<file path="src/rtl/z_test_requester_if.sv">
// z_test_requester_if
//   Fragment-in, memory-request, and result bundle for the depth-test requester.
//   master : requester side (accepts fragments, issues memory requests, reports results)
//   slave  : environment side (supplies fragments, serves memory, consumes results)
//   Signals:
//     frag_valid/frag_ready/frag_address/frag_depth : fragment handshake
//     mem_enable/mem_RW/mem_address/mem_pix_out     : memory request (RW 0=read, 1=write)
//     mem_pix_in/mem_ack_in                         : memory response
//     done/written/error                            : per-fragment completion report
interface z_test_requester_if #(
  parameter int MEM_LENGTH = 8,
  parameter int PIX_WIDTH  = 16
);
  logic                  frag_valid;
  logic                  frag_ready;
  logic [MEM_LENGTH-1:0] frag_address;
  logic [PIX_WIDTH-1:0]  frag_depth;

  logic                  mem_enable;
  logic                  mem_RW;
  logic [MEM_LENGTH-1:0] mem_address;
  logic [PIX_WIDTH-1:0]  mem_pix_out;
  logic [PIX_WIDTH-1:0]  mem_pix_in;
  logic                  mem_ack_in;

  logic                  done;
  logic                  written;
  logic                  error;

  modport master (
    input  frag_valid, frag_address, frag_depth, mem_pix_in, mem_ack_in,
    output frag_ready, mem_enable, mem_RW, mem_address, mem_pix_out,
           done, written, error
  );

  modport slave (
    output frag_valid, frag_address, frag_depth, mem_pix_in, mem_ack_in,
    input  frag_ready, mem_enable, mem_RW, mem_address, mem_pix_out,
           done, written, error
  );
endinterface

</file>
<file path="src/rtl/z_test_requester.sv">
// z_test_requester
//   Accepts one fragment at a time, reads the stored depth at its address,
//   and writes the fragment depth back only when it is strictly closer.
//   Every request is bounded by a timeout; a timed-out fragment reports error.
//   Ports:
//     clk_i    : clock, all state changes on rising edge
//     reset_i  : synchronous active-low reset
//     bus_io   : z_test_requester_if.master (fragment, memory and result signals)
//
//   state  | meaning
//   IDLE   | ready for a fragment; latch address/depth on frag_valid
//   RD_REQ | read request active, waiting for a qualified ack
//   CMP    | one idle cycle, compare fragment depth with stored depth
//   WR_REQ | write request active, waiting for a qualified ack
//   DONE   | one-cycle done pulse carrying written/error
module z_test_requester #(
  parameter int MEM_LENGTH = 8,
  parameter int PIX_WIDTH  = 16,
  parameter int TIMEOUT    = 16
) (
  input  logic clk_i,
  input  logic reset_i,
  z_test_requester_if.master bus_io
);

  localparam int CNT_W = $clog2(TIMEOUT + 1);

  typedef enum logic [2:0] {IDLE, RD_REQ, CMP, WR_REQ, DONE} state_e;

  state_e                state_q, state_d;
  logic [MEM_LENGTH-1:0] addr_q, addr_d;
  logic [PIX_WIDTH-1:0]  depth_q, depth_d;
  logic [PIX_WIDTH-1:0]  rd_pix_q, rd_pix_d;
  logic [CNT_W-1:0]      cnt_q, cnt_d;
  logic                  written_q, written_d;
  logic                  error_q, error_d;

  logic ack_ok;
  logic timeout_hit;

  // cnt_q counts completed cycles of the current request, so a zero count
  // marks the first cycle, whose ack may be left over from a previous access.
  assign ack_ok      = bus_io.mem_ack_in && (cnt_q != '0);
  assign timeout_hit = (cnt_q == CNT_W'(TIMEOUT - 1));

  always_ff @(posedge clk_i) begin
    if (!reset_i) begin
      state_q   <= IDLE;
      addr_q    <= '0;
      depth_q   <= '0;
      rd_pix_q  <= '0;
      cnt_q     <= '0;
      written_q <= 1'b0;
      error_q   <= 1'b0;
    end else begin
      state_q   <= state_d;
      addr_q    <= addr_d;
      depth_q   <= depth_d;
      rd_pix_q  <= rd_pix_d;
      cnt_q     <= cnt_d;
      written_q <= written_d;
      error_q   <= error_d;
    end
  end

  always_comb begin
    state_d   = state_q;
    addr_d    = addr_q;
    depth_d   = depth_q;
    rd_pix_d  = rd_pix_q;
    cnt_d     = cnt_q;
    written_d = written_q;
    error_d   = error_q;

    bus_io.frag_ready  = 1'b0;
    bus_io.mem_enable  = 1'b0;
    bus_io.mem_RW      = 1'b0;
    bus_io.mem_address = '0;
    bus_io.mem_pix_out = '0;
    bus_io.done        = 1'b0;
    bus_io.written     = 1'b0;
    bus_io.error       = 1'b0;

    case (state_q)
      IDLE: begin
        bus_io.frag_ready = 1'b1;
        written_d = 1'b0;
        error_d   = 1'b0;
        if (bus_io.frag_valid) begin
          addr_d  = bus_io.frag_address;
          depth_d = bus_io.frag_depth;
          cnt_d   = '0;
          state_d = RD_REQ;
        end
      end

      RD_REQ: begin
        bus_io.mem_enable  = 1'b1;
        bus_io.mem_address = addr_q;
        cnt_d = cnt_q + CNT_W'(1);
        // A qualified ack on the timeout cycle still wins.
        if (ack_ok) begin
          rd_pix_d = bus_io.mem_pix_in;
          state_d  = CMP;
        end else if (timeout_hit) begin
          error_d = 1'b1;
          state_d = DONE;
        end
      end

      CMP: begin
        if (depth_q < rd_pix_q) begin
          cnt_d   = '0;
          state_d = WR_REQ;
        end else begin
          state_d = DONE;
        end
      end

      WR_REQ: begin
        bus_io.mem_enable  = 1'b1;
        bus_io.mem_RW      = 1'b1;
        bus_io.mem_address = addr_q;
        bus_io.mem_pix_out = depth_q;
        cnt_d = cnt_q + CNT_W'(1);
        if (ack_ok) begin
          written_d = 1'b1;
          state_d   = DONE;
        end else if (timeout_hit) begin
          error_d = 1'b1;
          state_d = DONE;
        end
      end

      DONE: begin
        bus_io.done    = 1'b1;
        bus_io.written = written_q;
        bus_io.error   = error_q;
        state_d = IDLE;
      end

      default: state_d = IDLE;
    endcase
  end

endmodule

</file>
<file path="src/flat_wrapper.sv">
// flat-port wrapper written by rule: the top's interface ports become plain ports
module z_test_requester_flat 
#(
  parameter int MEM_LENGTH = 8,
  parameter int PIX_WIDTH  = 16,
  parameter int TIMEOUT    = 16
)
  (clk_i, reset_i, bus_io_frag_valid, bus_io_frag_address, bus_io_frag_depth, bus_io_mem_pix_in, bus_io_mem_ack_in, bus_io_frag_ready, bus_io_mem_enable, bus_io_mem_RW, bus_io_mem_address, bus_io_mem_pix_out, bus_io_done, bus_io_written, bus_io_error);
  z_test_requester_if #(.MEM_LENGTH(MEM_LENGTH), .PIX_WIDTH(PIX_WIDTH)) bus_io_i ();
  input  logic clk_i;
  input  logic reset_i;
  input wire logic [$bits(bus_io_i.frag_valid)-1:0] bus_io_frag_valid;
  input wire logic [$bits(bus_io_i.frag_address)-1:0] bus_io_frag_address;
  input wire logic [$bits(bus_io_i.frag_depth)-1:0] bus_io_frag_depth;
  input wire logic [$bits(bus_io_i.mem_pix_in)-1:0] bus_io_mem_pix_in;
  input wire logic [$bits(bus_io_i.mem_ack_in)-1:0] bus_io_mem_ack_in;
  output wire logic [$bits(bus_io_i.frag_ready)-1:0] bus_io_frag_ready;
  output wire logic [$bits(bus_io_i.mem_enable)-1:0] bus_io_mem_enable;
  output wire logic [$bits(bus_io_i.mem_RW)-1:0] bus_io_mem_RW;
  output wire logic [$bits(bus_io_i.mem_address)-1:0] bus_io_mem_address;
  output wire logic [$bits(bus_io_i.mem_pix_out)-1:0] bus_io_mem_pix_out;
  output wire logic [$bits(bus_io_i.done)-1:0] bus_io_done;
  output wire logic [$bits(bus_io_i.written)-1:0] bus_io_written;
  output wire logic [$bits(bus_io_i.error)-1:0] bus_io_error;
  assign bus_io_i.frag_valid = bus_io_frag_valid;
  assign bus_io_i.frag_address = bus_io_frag_address;
  assign bus_io_i.frag_depth = bus_io_frag_depth;
  assign bus_io_i.mem_pix_in = bus_io_mem_pix_in;
  assign bus_io_i.mem_ack_in = bus_io_mem_ack_in;
  assign bus_io_frag_ready = bus_io_i.frag_ready;
  assign bus_io_mem_enable = bus_io_i.mem_enable;
  assign bus_io_mem_RW = bus_io_i.mem_RW;
  assign bus_io_mem_address = bus_io_i.mem_address;
  assign bus_io_mem_pix_out = bus_io_i.mem_pix_out;
  assign bus_io_done = bus_io_i.done;
  assign bus_io_written = bus_io_i.written;
  assign bus_io_error = bus_io_i.error;
  z_test_requester #(.MEM_LENGTH(MEM_LENGTH), .PIX_WIDTH(PIX_WIDTH), .TIMEOUT(TIMEOUT)) u_core (.clk_i(clk_i), .reset_i(reset_i), .bus_io(bus_io_i));
endmodule
</file>
<file path="config.mk">
export PLATFORM = sky130hd
export DESIGN_NAME = z_test_requester_flat
export DESIGN_NICKNAME = d
export VERILOG_FILES = /design/src/rtl/z_test_requester_if.sv /design/src/rtl/z_test_requester.sv /design/src/flat_wrapper.sv
export SDC_FILE = /design/constraint.sdc
export NUM_CORES = 1
export LEC_CHECK = 0
export ABC_CLOCK_PERIOD_IN_PS = 2800
export CORE_MARGIN = 2
export CORE_UTILIZATION = 48
export CTS_CLUSTER_DIAMETER = 200
export DETAILED_ROUTE_END_ITERATION = 10
export MAX_ROUTING_LAYER = met4
export PLACE_DENSITY_LB_ADDON = 0.12
export SYNTH_ARGS = -nofsm -noshare
export SYNTH_HDL_FRONTEND = slang
export SYNTH_SLANG_ARGS = --single-unit
</file>
<file path="constraint.sdc">
create_clock -name clk_i -period 2.8 [get_ports clk_i]
set_clock_uncertainty 0.15 [all_clocks]
set_input_delay 0.56 -clock clk_i [delete_from_list [all_inputs] [get_ports clk_i]]
set_output_delay 0.56 -clock clk_i [all_outputs]
set_load 0.01 [all_outputs]
</file>
==> impl_results.md <==
- Synth-to-Final Area Change: 33.7%
- Synth Area in Compound Gates: 21.2%
- Hold Fails Final Rpt: 0
- Drt first pass iters: 4
- Antenna Cells: 0
- Final nets: 466
- MaxCap Viol Count: 0
- HP Start: u_core.addr_q[3]
- Stages on the worst setup path: 5
- Post-placement cell area: 3460 µm²
- Layout cells sized above 1: 5.69%
- Routed WL per cell: 13.2 µm
- Mapped Cells: 333
- Initial Utilization: 49.0%
- Die area: 6130 µm²
- Leakage power total: 0.00139 µW
- Met1 Track Usage GR: 27.9%
- TNS Setup: 0 ns
- Netlist cell types: 38
- Met3 GRT Util: 3.79%
- First-pass GRT wire length: 10.9 mm
- Top-count cell post-synth: nand2_1
- FMAX: 374 MHz
- Synth Area in Adders: 8.50%
- Reg2Reg Depth: 7
- Htree depth: 2
- Sink Count: 50
- Worst endpoint required time: 2.09 ns
- Gr usage total: 22.6%
- PwrDens: 420 nW/µm²
- Fin util: 65.5%
- Largest net degree at the start of global routing: 50
- Post-placement cell count: 469
- Slowest Stage Delay on Critical Path: 0.54 ns
- FF-to-FF End: u_core.state_q[1]
- CTS resizes: 0
- Share of the synthesized area in the top cell type: 37.8%
- M2 GR Usage: 38.8%
- Synth warnings: 0
- Total power: 1490 µW
- DRT iter0 DRCs: 137
- Congestion Overflow GR: 0
- Max-slew headroom: 59.1%
- Status: finished clean
- Register-to-register setup slack: 0.47 ns
- Worst path bufs/invs: 3
- Top-Level Pins: 74
- Largest family of logic cells by synthesized area: simple AND/OR/NAND/NOR gates
- Initial antenna violation count: 0
- Clock root buffer: clkbuf_8
- Most used DFF post-synth: dfxtp_1
- Clock Path Buffers: 2
- Gr busiest metal: met2
- Placeable Area: 5410 µm²
- Vias per std cell: 5.16
- Family with the most delay on the worst path: buffers and inverters
- Simple-gate portion of the synthesized area: 25.7%
- Worst Tran Pin Value: 0.614 ns
- Register area share after synthesis: 37.8%
- Number of global-route vias before repair: 2405
- RD Place Congestion: 0.896
- Commonest cells in the netlist: nand2_1, dfxtp_1, a21boi_0
- Multi-input logic area: 1490 µm²
- Avg Inst Size Synth: 7.96 µm²
- Final slew viol count: 0
- Routed Antenna Nets: 0
- CTS tree: done
- Post-CTS Hold Buffers: 0
- Worst Setup End Kind: output port
- Die Span Y: 78.3 µm
- Startpoint class of the critical path: register
- Critical path, cell by cell: nand2b_2 > inv_1 > buf_4 > and3_1 > clkdlybuf4s50_1
- Crit path max fanout: 17
- Die width: 78.3 µm
- Clock Latency Late Sink: 0.28 ns
- Biggest area consumer among synthesized cells: dfxtp_1
- PortBufs: 73
- FP Rows: 27
- Worst EP arrival: 1.96 ns
- WL final: 6.29 mm
- Final setup vio count: 0
- XOR/XNOR share of the synthesized area: 0.331%
- DRC viols: 0
- Mux cell area share after synthesis: 0.378%
- Post-DP HPWL: 4.68 mm
- Hold Path Class: reg2reg
- Synthesized area: 2650 µm²
- Syn Nets: 395
- Critical path class: reg2out
- Via count: 2456
- CP max-delay cell: clkdlybuf4s50_1
- Asr flop ratio synth: 0%
- Fillers: 491
- RSZ-0062 raised after global routing: false
- Ranking of synthesized cells by area: dfxtp_1, nand2_1, ha_1
- End of the worst hold path: u_core.addr_q[3]
- Hold Path Stages: 2
- Setup Buffers After CTS: 0
- Final Instance Area: 3540 µm²
- VDD IR-drop max: 0.257 mV
- FF+latch area: 1000 µm²
- FF+latch count, synth: 50
- TritonCTS Buffers: 5
- Post-route clock period utilization: 95.4%
- FF-to-FF Start: u_core.rd_pix_q[2]
- Worst-path clk slew: 0.08 ns
- Crit path time final: 2.67 ns
- Fin cells: 476
- Post-synth EDFFs: 0
==> flip-flops by register name, indices dropped and copies added, names as in the netlist <==
name              flops
u_core.error_q        1
u_core.written_q      1
u_core.rd_pix_q      16
u_core.depth_q       16
u_core.addr_q         8
u_core.cnt_q          5
u_core.state_q        3
==> worst max path at each step <==
stage                             startpoint                     end  slack, ns
after floorplan           u_core.rd_pix_q[2]       u_core.state_q[1]       0.74
after global placement     u_core.state_q[0]  bus_io_mem_pix_out[11]       0.46
after detailed placement   u_core.state_q[0]   bus_io_mem_pix_out[8]       0.36
after CTS                  u_core.state_q[0]   bus_io_mem_pix_out[8]       0.03
after global routing       u_core.state_q[2]  bus_io_mem_pix_out[10]       0.03
final                      u_core.state_q[2]   bus_io_mem_pix_out[8]       0.13
==> layer usage <==
layer | vias to the layer above | wire length [µm]
li1 | 1252 | -
met1 | 1125 | 2770
met2 | 75 | 3080
met3 | 4 | 397
met4 | 0 | 46
met5 | - | 0
==> stage by stage <==
step | hold WS [ns] | setup WS (ns)
after global routing | 0.324 | 0.0318
after floorplan | 0.280 | 0.744
after CTS | 0.307 | 0.0258
after detailed placement | 0.295 | 0.360
after global placement | 0.289 | 0.456
final | 0.306 | 0.130
==> worst register-to-register path: stages, from the launching register on <==
cell and delay (ns):
dfxtp_1 0.34, inv_1 0.04, ha_1 0.29, a211o_1 0.29, a31oi_1 0.17, o221ai_2 0.15
a2111oi_4 0.58, a32o_1 0.26
==> final cells by class <==
class,instances,area share (%)
Sequential cell,50,28.3
Clock buffer,7,2.15
Inverter,23,2.44
Multi-Input combinational cell,242,42.0
Timing Repair Buffer,82,22.5
Tap cell,72,2.54
==> cell usage in the layout, fill, tap and decap left out, types with 5 or more instances in the layout <==
master            n
dfxtp_1          49
buf_4             9
a21boi_0         27
nor2_1           12
ha_1             18
a31oi_1           5
nand2_1          90
clkdlybuf4s50_1  73
inv_1            23
a21oi_1           8
o21ai_0           6
clkbuf_8          5
and3_1           20
a21boi_1         13
and2_1           11
==> cells by family (layout without fill, tap and decap cells) <==
kind of cell	Yosys count	in the layout
multiplexers	1	1
AO/OA/AOI/OAI	73	73
buffers and inverters	41	112
XOR/XNOR	1	1
adder cells (fa/ha/maj)	18	18
flip-flops	50	50
AND/OR/NAND/NOR	149	149
==> where the power goes <==
| part | switching (µW) | internal, µW |
|---|---|---|
| Clock | 213 | 173 |
| Combinational | 163 | 163 |
| Sequential | 29.7 | 746 |
Note: power is estimated with default switching activity, not from simulation.
